$ cat src/rtl/csa_pkg.sv
// csa_pkg: sizing functions shared by the CSA reduction tree and its bench-free users
package csa_pkg;

    function automatic int num_results(input int n);
        return 2 * (n / 3) + n % 3;
    endfunction

    function automatic int level_count(input int n, input int level);
        int m;
        m = n;
        for (int i = 0; i < level; i++) m = num_results(m);
        return m;
    endfunction

    function automatic int num_levels(input int n);
        int m;
        int l;
        m = n;
        l = 0;
        while (m > 2) begin
            m = num_results(m);
            l++;
        end
        return l;
    endfunction

    function automatic int num_stages(input int levels, input int lps);
        return (levels == 0) ? 1 : (levels + lps - 1) / lps;
    endfunction

endpackage

$ cat src/rtl/carry_save_adder.sv
// carry_save_adder: bitwise 3:2 compressor; carry is returned unshifted
module carry_save_adder #(
    parameter int WIDTH = 8
) (
    input  logic [WIDTH-1:0] a_i,
    input  logic [WIDTH-1:0] b_i,
    input  logic [WIDTH-1:0] c_i,
    output logic [WIDTH-1:0] sum_o,
    output logic [WIDTH-1:0] carry_o
);
    assign sum_o   = a_i ^ b_i ^ c_i;
    assign carry_o = (a_i & b_i) | (a_i & c_i) | (b_i & c_i);
endmodule

$ cat src/rtl/csa_tree_pipelined_accum.sv
// csa_tree_pipelined_accum: pipelined 3:2 CSA reduction tree with optional
// redundant multi-beat accumulation and valid/ready flow control.
module csa_tree_pipelined_accum
    import csa_pkg::*;
#(
    parameter int BIT_LEN          = 19,
    parameter int NUM_ELEMENTS     = 9,
    parameter int LEVELS_PER_STAGE = 2,
    parameter int ACCUM            = 0,
    parameter int OUT_BIT_LEN      = BIT_LEN + num_levels(NUM_ELEMENTS)
) (
    input  logic                   clk,
    input  logic                   rst,
    input  logic                   in_valid,
    output logic                   in_ready,
    input  logic                   in_first,
    input  logic                   in_last,
    input  logic [BIT_LEN-1:0]     terms [NUM_ELEMENTS],
    output logic                   out_valid,
    input  logic                   out_ready,
    output logic [OUT_BIT_LEN-1:0] out_sum,
    output logic [OUT_BIT_LEN-1:0] out_carry
);
    localparam int NL = num_levels(NUM_ELEMENTS);
    localparam int NS = num_stages(NL, LEVELS_PER_STAGE);
    localparam int TW = BIT_LEN + NL;

    logic          stall;
    logic          accept;
    logic [NS-1:0] v_q;
    logic [NS-1:0] f_q;
    logic [NS-1:0] l_q;
    logic [TW-1:0] tree_s_q;
    logic [TW-1:0] tree_c_q;
    logic [TW-1:0] node_in  [NL+1][NUM_ELEMENTS];
    logic [TW-1:0] node_out [NL+1][NUM_ELEMENTS];

    assign stall    = out_valid && !out_ready;
    assign in_ready = !stall;
    assign accept   = in_valid && in_ready;

    for (genvar k = 0; k < NUM_ELEMENTS; k++) begin : g_in
        assign node_in[0][k] = TW'(terms[k]);
    end

    // Each level works at its own width; vectors live in TW-wide slots, zero above.
    for (genvar l = 0; l < NL; l++) begin : g_level
        localparam int N  = level_count(NUM_ELEMENTS, l);
        localparam int G  = N / 3;
        localparam int R  = num_results(N);
        localparam int IW = BIT_LEN + l;
        for (genvar g = 0; g < G; g++) begin : g_csa
            logic [IW-1:0] s;
            logic [IW-1:0] c;
            carry_save_adder #(.WIDTH(IW)) u_csa (
                .a_i    (node_in[l][3*g][IW-1:0]),
                .b_i    (node_in[l][3*g+1][IW-1:0]),
                .c_i    (node_in[l][3*g+2][IW-1:0]),
                .sum_o  (s),
                .carry_o(c)
            );
            assign node_out[l][2*g]   = TW'(s);
            assign node_out[l][2*g+1] = TW'({c, 1'b0});
        end
        for (genvar k = 2 * G; k < R; k++) begin : g_pass
            assign node_out[l][k] = node_in[l][k+G];
        end
        for (genvar k = R; k < NUM_ELEMENTS; k++) begin : g_zero
            assign node_out[l][k] = '0;
        end
        if ((l + 1) % LEVELS_PER_STAGE == 0 && l + 1 < NL) begin : g_reg
            logic [TW-1:0] r_q [NUM_ELEMENTS];
            always_ff @(posedge clk)
                for (int k = 0; k < NUM_ELEMENTS; k++)
                    if (rst) r_q[k] <= '0;
                    else if (!stall) r_q[k] <= node_out[l][k];
            for (genvar k = 0; k < NUM_ELEMENTS; k++) begin : g_o
                assign node_in[l+1][k] = r_q[k];
            end
        end else begin : g_comb
            for (genvar k = 0; k < NUM_ELEMENTS; k++) begin : g_o
                assign node_in[l+1][k] = node_out[l][k];
            end
        end
    end

    always_ff @(posedge clk) begin
        if (rst) begin
            v_q      <= '0;
            f_q      <= '0;
            l_q      <= '0;
            tree_s_q <= '0;
            tree_c_q <= '0;
        end else if (!stall) begin
            v_q      <= NS'({v_q, accept});
            f_q      <= NS'({f_q, in_first});
            l_q      <= NS'({l_q, in_last});
            tree_s_q <= node_in[NL][0];
            tree_c_q <= node_in[NL][1];
        end
    end

    if (ACCUM == 0) begin : g_direct
        assign out_valid = v_q[NS-1];
        assign out_sum   = OUT_BIT_LEN'(tree_s_q);
        assign out_carry = OUT_BIT_LEN'(tree_c_q);
    end else begin : g_accum
        logic [OUT_BIT_LEN-1:0] ts, tc, s1, c1, s2, c2;
        logic [OUT_BIT_LEN-1:0] acc_s_d, acc_c_d, acc_s_q, acc_c_q;
        logic                   ov_q;
        assign ts = OUT_BIT_LEN'(tree_s_q);
        assign tc = OUT_BIT_LEN'(tree_c_q);
        // 4:2 compressor: acc pair plus tree pair folded back into a redundant pair
        carry_save_adder #(.WIDTH(OUT_BIT_LEN)) u_c0 (
            .a_i(acc_s_q), .b_i(acc_c_q), .c_i(ts), .sum_o(s1), .carry_o(c1)
        );
        carry_save_adder #(.WIDTH(OUT_BIT_LEN)) u_c1 (
            .a_i(s1), .b_i({c1[OUT_BIT_LEN-2:0], 1'b0}), .c_i(tc), .sum_o(s2), .carry_o(c2)
        );
        assign acc_s_d = f_q[NS-1] ? ts : s2;
        assign acc_c_d = f_q[NS-1] ? tc : {c2[OUT_BIT_LEN-2:0], 1'b0};
        always_ff @(posedge clk) begin
            if (rst) begin
                ov_q    <= 1'b0;
                acc_s_q <= '0;
                acc_c_q <= '0;
            end else if (!stall) begin
                ov_q <= v_q[NS-1] && l_q[NS-1];
                if (v_q[NS-1]) begin
                    acc_s_q <= acc_s_d;
                    acc_c_q <= acc_c_d;
                end
            end
        end
        assign out_valid = ov_q;
        assign out_sum   = acc_s_q;
        assign out_carry = acc_c_q;
    end

endmodule
$ cat config.mk
export PLATFORM = sky130hd
export DESIGN_NAME = csa_tree_pipelined_accum
export DESIGN_NICKNAME = d
export VERILOG_FILES = /design/src/rtl/csa_pkg.sv /design/src/rtl/carry_save_adder.sv /design/src/rtl/csa_tree_pipelined_accum.sv
export SDC_FILE = /design/constraint.sdc
export NUM_CORES = 1
export LEC_CHECK = 0
export ABC_AREA = 0
export BUFFER_PORTS_ARGS = -buffer_cell sky130_fd_sc_hd__buf_2
export CORE_MARGIN = 4
export CORE_UTILIZATION = 54
export DETAILED_ROUTE_END_ITERATION = 7
export GPL_TIMING_DRIVEN = 1
export PLACE_DENSITY = 0.89
export SYNTH_ARGS = -nofsm -noshare
export SYNTH_HDL_FRONTEND = slang
export SYNTH_SLANG_ARGS = --single-unit
$ cat constraint.sdc
create_clock -name clk -period 5 [get_ports clk]
set_clock_uncertainty 0.15 [all_clocks]
set_input_delay 1 -clock clk [delete_from_list [all_inputs] [get_ports clk]]
set_output_delay 1 -clock clk [all_outputs]
set_load 0.005 [all_outputs]
# [Yosys cells after proc, flatten, opt, wreduce, memory -nomap -nowiden]
# Memory sizes are Yosys's and may differ from the RTL's.
# Index checks and enable logic that the tools add are counted.
[totals] regBits=46 ram_bits=189 in_bits=177 word_cells=80 mem_count=1
[classes] muxes=14 n_bitwise=58 reduce_logical=4
[memory_table] name="g_level[1].g_reg.r_q" depth=9 word_bits=21 read_ports=4 rd_ports_with_merged_regs=0 write_ports=9 line_no="csa_tree_pipelined_accum.sv:72" source="logic [TW-1:0] r_q [NUM_ELEMENTS];"
[op_table] cell="$and 19x19->19" n=10
[op_table] cell="$mux 21" n=9
[op_table] cell="$or 19x19->19" n=6
[op_table] cell="$xor 19x19->19" n=6
[op_table] cell="$or 20x20->20" n=4
[op_table] cell="$and 21x21->21" n=3
[op_table] cell="$and 21x22->22" n=2
[op_table] cell="$or 22x22->22" n=2
[op_table] cell="$or 21x21->21" n=2
[op_table] cell="$xor 21x21->21" n=2
[op_table] cell="$and 19x20->20" n=2
[op_table] cell="$and 20x19->20" n=2
[op_table] cell="$xor 20x19->20" n=2
[op_table] cell="$and 22x22->22" n=1
[op_table] cell="$xor 21x22->22" n=1
[op_table] cell="$xor 22x22->22" n=1
[op_table] cell="$and 20x20->20" n=1
[op_table] cell="$xor 19x20->20" n=1
[op_table] cell="$xor 20x20->20" n=1
[op_table] cell="$or 1x1->1" n=9
[op_table] cell="$mux 1" n=5
[op_table] cell="$logic_and 1x1->1" n=2
[op_table] cell="$logic_not 1->1" n=2

# [Depth between registers and ports, before layout]
# Gate-level depths: netlist of the first run.
[logic_depth] word_depth=7 ltp_mapped=6

# [Modules after synthesis]
# Synthesis of the first run repeated with hierarchy kept, for this count alone.
[unflattened] hier_cells=532 area_unflattened_um2=8186.6
[modules_own_cells] module="csa_tree_pipelined_accum" n_inst=1 cells_per_inst=392 area_per_inst_um2=5383.9 seq_area_each_um2=3323.2
[modules_own_cells] module="carry_save_adder at g_level[0].g_csa[0].u_csa ..." n_inst=3 cells_per_inst=19 area_per_inst_um2=380.4 seq_area_each_um2=0.0
[modules_own_cells] module="carry_save_adder at g_level[1].g_csa[0].u_csa ..." n_inst=2 cells_per_inst=20 area_per_inst_um2=400.4 seq_area_each_um2=0.0
[modules_own_cells] module="carry_save_adder at g_level[3].g_csa[0].u_csa" n_inst=1 cells_per_inst=22 area_per_inst_um2=440.4 seq_area_each_um2=0.0
[modules_own_cells] module="carry_save_adder at g_level[2].g_csa[0].u_csa" n_inst=1 cells_per_inst=21 area_per_inst_um2=420.4 seq_area_each_um2=0.0

# [Worst setup path after synthesis of the first run]
# No wires, ideal clock.
[synth_path] path_kind="input to register" start="in rst" end="mem g_level[1].g_reg.r_q[0][0] in the netlist's numbering (enable)" setup_time_ns=0.450 arrival_time_ns=3.458 t_required_ns=4.400 path_slack_ns=0.942 cell_stages=4 path_cell_list="buf_2 -> buf_2 -> buf_2 -> nand2b_1"
[synth_lines] item="from (decl)" line_no="csa_tree_pipelined_accum.sv:13" source="input logic rst,"
[synth_lines] item="to (decl)" line_no="csa_tree_pipelined_accum.sv:72"

# [Worst setup path in the final report of the first run]
[layout_path] start="reg v_q[1]" end="out in_ready"
[layout_between] elab_chain_cells=2
[layout_rtl] item="from (decl)" line_no="csa_tree_pipelined_accum.sv:30" source="logic [NS-1:0] v_q;"
[layout_rtl] item="from (signal assigned)" line_no="csa_tree_pipelined_accum.sv:95" source="v_q <= NS'({v_q, accept});"
[layout_rtl] item="$logic_and 1x1->1" line_no="csa_tree_pipelined_accum.sv:38" source="assign stall = out_valid && !out_ready;"
[layout_rtl] item="$logic_not 1->1"
[layout_rtl] item="to (decl)" line_no="csa_tree_pipelined_accum.sv:15" source="output logic in_ready,"
# No other way between the ends.

==> results of run 1 <==
==> cells in the mapped netlist <==
master     count  area, um2
nor3_1         1       5.00
o21ai_0       30        150
buf_6         10        113
dfxtp_1       43        861
nand4bb_1     41        462
buf_2          4       20.0
fa_1         130       2600
clkbuf_2       4       20.0
or4bb_1        1       11.3
buf_4          5       37.5
nand2b_1      43        269
ha_1           5       62.6
o21ai_1       12       60.1
inv_2          1       3.75
edfxtp_1      78       2340
nor2b_4        1       13.8
a21oi_1        1       5.00
nor3b_1       77        578
buf_1          1       3.75
clkbuf_1      20       75.1
inv_1        190        713
conb_1         1       3.75
==> metrics by stage <==
stage                     std cells   util  area (um2)  hold slack, ns  setup slack [ns]
after floorplan                 703      -        8430           0.275             0.942
after global placement         1089  0.625        9530           0.278              1.54
after detailed placement       1089  0.625        9530           0.294              1.49
after CTS                      1121  0.665       10100           0.303              1.50
after global routing           1122  0.665       10100           0.323              1.33
final                          1122  0.665       10100           0.298              1.50
==> metal layers <==
metal / vias to the layer above / share of wire / GRT usage
li1: 2566 / - / -
met1: 2685 / 0.42 / 0.286
met2: 196 / 0.49 / 0.336
met3: 16 / 0.073 / 0.0468
met4: 0 / 0.011 / 0.0560
met5: - / 0 / 0
==> cells by family (layout without fill, tap and decap cells) <==
group,count (synthesis),after routing,synth area share
fa+ha+maj,135,135,0.317
simple gates,164,164,0.159
compound gates,43,43,0.0256
flops,121,121,0.381
other cells,1,6,0.000446
buf+inv,235,442,0.117
==> critical path: stages (launching register included) <==
cell and delay (ns):
dfxtp_2 0.87, nor2b_4 0.82, inv_2 0.08, buf_2 0.15
==> cell type report <==
type	instances	share of cell area
antenna	1	0.000247
clock buffer	18	0.0433
clock inverter	14	0.0170
inverter	191	0.0706
multi-input combinational	347	0.418
sequential	121	0.316
tap	211	0.0260
timing repair buffer	219	0.109
==> worst max path at each step <==
| stage | end | start | depth (start not counted) | slack (ns) |
|---|---|---|---|---|
| floorplan | g_level[1].g_reg.r_q[0][0] | rst | 4 | 0.94 |
| global placement | g_level[1].g_reg.r_q[0][13] | out_ready | 3 | 1.54 |
| detailed placement | g_level[1].g_reg.r_q[0][13] | out_ready | 3 | 1.49 |
| CTS | in_ready | v_q[1] | 3 | 1.50 |
| global route | in_ready | v_q[1] | 3 | 1.33 |
| finish | in_ready | v_q[1] | 3 | 1.50 |
==> registers in the layout (all words and copies together) (netlist names) <==
register	cells
g_level.g_reg.r_q	78
out_sum	21
out_carry	20
v_q	2
==> cells in the final DEF, fill, tap and decap left out, drive strengths merged <==
cell type,count
dfxtp,43
bufinv,3
clkinv,5
or4bb,1
ha,5
fa,130
nor3b,77
nor3,1
nand4bb,41
clkinvlp,4
conb,5
a21oi,1
o21ai,42
inv,193
buf,219
edfxtp,78
clkbuf,18
diode,1
nand2b,43
nor2b,1
==> power by group through the flow <==
stage                     Sequential (W)  Combinational (W)  Clock [W]
after global routing             0.00143            0.00112    0.00130
after global placement           0.00141           0.000928          0
after detailed placement         0.00143           0.000971          0
after floorplan                  0.00141           0.000561          0
after CTS                        0.00141           0.000976    0.00125
final                            0.00141           0.000962    0.00124
==> reports/metrics.cfg, run 1 <==
[status]
status=finished, final reports clean

[logic_synthesis]
netlist_area_um2=8410
avgSynthCellArea_um2=12.0
synth.ff_latch_count=121
synth_warnings=0
ys_types=22
yosysSeqAreaShare=0.381
syn_inst=699

[timing]
tightest_slew_ns=1.05
fin_crit_sh=0.699
hold_violations=0
drv_slew=0
period_needed_ns=3.50
fmax_mhz=286
rsz0062_at_grt=false
tns_ns=0
relSlewSlack=0.300
setup_viol=0

[detailed_routing]
drt_first_iter_violations=326
avgViaCountPerCell=4.87
drt-total-wl_um=17900
routedWlPerCell_um=16.0
dr.pass1.iters=5
drc=0
drtAntennaViolNets=0
vias=5463

[power]
finalPower_w=0.00361
swShare=0.290
p_switching_w=0.00105
ir_worst_vdd_mv=0.254
p_int_w=0.00257
pwr-share-comb=0.266
p_leak_nw=4.90
powerDensity_nw_per_um2=356
power.clock.fraction=0.344
seq_power_share=0.390

[finish]
synthToLayoutAreaGrowth_pct=20.6
num-fill-cells=1143
multi_input_area_um2=4250
fin_nets=1209
drive_above_1_share=0.279
regArea_um2=3200

[die]
rows=45
fp.dieW_um=133
dieArea_um2=17600
coreArea_um2=15300
pin_count=225
start_util=0.551
die_h_um=133

[place]
routabilityCongestion=0.773
io_buffers=217
hpwl_um=13600

[clock_network]
clockBufferDepth=2
ctsResizeCount=0
clk_latency_ns=0.41
clock-sinks=121
cts_buffers=17
post_cts_buffers=0
root_buffer=clkbuf_16
cts_tree=built
holdBufCountCts=0
clk_pin_slew_ns=0.05
htree_levels=4

[critical_path]
cp_max_fo=44
critPathLaunchType=flop
rrSetupSlack_ns=1.88
worst_ep_arrival_time_ns=2.35
required_ns=3.85
crit_type=flop to output pin
rr_startpoint=v_q[1]
r2r-end=g_level[1].g_reg.r_q[0][0]
end_kind=output pin
reg2regPathDepth=2

[grt]
antenna_found_initial=1
grt_pass1_vias=5905
grt_use_total=0.208
grt_pass1_wl_um=28400
grt_overflow=0
grt_max_degree=102

[min_path]
worst_hold_path.num_cells=2
worstHoldPathType=flop to flop
min_from=v_q[0]
holdPathEnd=v_q[1]

[job]
maxCapViolCount=0

(Power assumes the default switching activity.)
==> run 2: changes to the inputs <==
==> constraint.sdc (replaced) <==
create_clock -name clk -period 3.34 [get_ports clk]
set_clock_uncertainty 0.15 [all_clocks]
set_input_delay 0.668 -clock clk [delete_from_list [all_inputs] [get_ports clk]]
set_output_delay 0.668 -clock clk [all_outputs]
set_load 0.005 [all_outputs]
==> run 2 against run 1 <==
Flip-flop and latch count is the same; cell count grew 0.53%; sequential power grew 49%; routed wire length grew 0.74%; critical path depth shrank 1.
==> reports/metrics.cfg, run 2 (synthesized netlist as in run 1, its figures left out) <==
[status]
status=finished, final reports clean

[detailed_routing]
drtAntennaViolNets=0  ; unchanged
drt_first_iter_violations=349  ; +7.1%
avgViaCountPerCell=4.87  ; +0.11%
dr.pass1.iters=5  ; unchanged
drc=0  ; unchanged
routedWlPerCell_um=16.0  ; +0.20%
drt-total-wl_um=18000  ; +0.74%
vias=5498  ; +0.64%

[die]
pin_count=225  ; unchanged
rows=45  ; unchanged
fp.dieW_um=133  ; unchanged
start_util=0.551  ; unchanged
coreArea_um2=15300  ; unchanged
die_h_um=133  ; unchanged
dieArea_um2=17600  ; unchanged

[grt]
antenna_found_initial=0  ; -1
grt_max_degree=164  ; +61%
grt_pass1_vias=5760  ; -2.5%
grt_overflow=0  ; unchanged
grt_pass1_wl_um=28800  ; +1.2%
grt_use_total=0.210  ; +0.00261

[clock_network]
htree_levels=4  ; unchanged
clock-sinks=121  ; unchanged
ctsResizeCount=0  ; unchanged
cts_tree=built
clockBufferDepth=2  ; unchanged
post_cts_buffers=0  ; unchanged
cts_buffers=17  ; unchanged
holdBufCountCts=0  ; unchanged
clk_latency_ns=0.41  ; about the same
root_buffer=clkbuf_16
clk_pin_slew_ns=0.05  ; about the same

[place]
routabilityCongestion=0.801  ; +3.7%
io_buffers=217  ; unchanged
hpwl_um=14000  ; +2.9%
dp.cells=1095  ; +0.55%
preCtsSetupSlack_ns=0.870  ; -0.618 ns

[critical_path]
critPathSlowestCell=buf_4
worst_ep_arrival_time_ns=1.31  ; -1.04 ns
end_kind=output pin
cp_max_fo=43  ; -2.3%
cpPeakStageDelay_ns=0.39  ; -0.48 ns
required_ns=2.52  ; -1.33 ns
cp_cell_sequence=buf_4, buf_2
crit_type=flop to output pin
critPathLaunchType=flop

[finish]
final_common_cell=buf_2
largest_reg_flops=78  ; unchanged
fin_nets=1215  ; +0.50%
drive_above_1_share=0.279  ; +0.000355
num-fill-cells=1145  ; +0.17%
synthToLayoutAreaGrowth_pct=21.2
fin_cells=1128  ; +0.53%
multi_input_area_um2=4250  ; unchanged
largest_register=g_level.g_reg.r_q
layout_common_cells=216 x buf_2, 190 x inv_1, 130 x fa_1
regArea_um2=3200  ; unchanged

[timing]
fmax_mhz=470
fin_crit_sh=0.637
hold_violations=0  ; unchanged
rsz0062_at_grt=false
drv_slew=0  ; unchanged
worst_slack_ns=1.21  ; -0.291 ns
setup_viol=0  ; unchanged
relSlewSlack=0.567  ; +0.267
tns_ns=0  ; unchanged
tightest_slew_ns=0.649  ; -0.400 ns
period_needed_ns=2.13

[power]
ir_worst_vdd_mv=0.383  ; +50%
p_leak_nw=4.95  ; +0.97%
powerDensity_nw_per_um2=525  ; +48%

[job]
maxCapViolCount=0  ; unchanged

[min_path]
worstHoldPathType=flop to flop

## run 2: report_power, final
| group | switching [W] | leakage, nW | internal (W) |
|---|---|---|---|
| sequential | 0.000162 | 1.25 | 0.00194 |
| clock | 0.000623 | 0.294 | 0.00117 |
| combinational | 0.000740 | 3.40 | 0.000721 |
## run 2: layout make-up
class                           count  share of cell area
Clock inverter                      6             0.00552
Multi-Input combinational cell    347               0.416
Timing Repair Buffer              225               0.115
Antenna cell                        1            0.000245
Inverter                          191              0.0703
Sequential cell                   121               0.314
Tap cell                          211              0.0259
Clock buffer                       26              0.0523
## run 2: path summary, 6_finish.rpt
check | startpoint | endpoint | slack [ns] | depth (start not counted)
worst max-delay path | v_q[1] | out_valid | 1.21 | 2
worst min-delay path | v_q[0] | v_q[1] | 0.29 | 2
worst max register to register | g_level[1].g_reg.r_q[2][10] | out_sum[10] | 1.41 | 4
worst min register to register | v_q[0] | v_q[1] | 0.29 | 2
## run 2: per-layer routing
layer,part of all wire,GRT usage,vias to the layer above
li1,-,-,2573
met1,0.42,0.299,2712
met2,0.49,0.332,197
met3,0.071,0.0426,16
met4,0.012,0.0606,0
met5,0,0,-
## run 2: metrics by stage
stage,total power [W],hold slack [ns],area (um2),util
after CTS,0.00541,0.295,10200,0.668
final,0.00536,0.289,10200,0.668
after global routing,0.00572,0.309,10200,0.668
after global placement,0.00353,0.280,9600,0.629
after floorplan,0.00296,0.275,8430,-
after detailed placement,0.00361,0.286,9600,0.629
## run 2: critical path: cells and delay by family, from the launching register on
kind                   cells  cell delay [ns]
flip-flops                 1             0.32
buffers and inverters      2             0.59
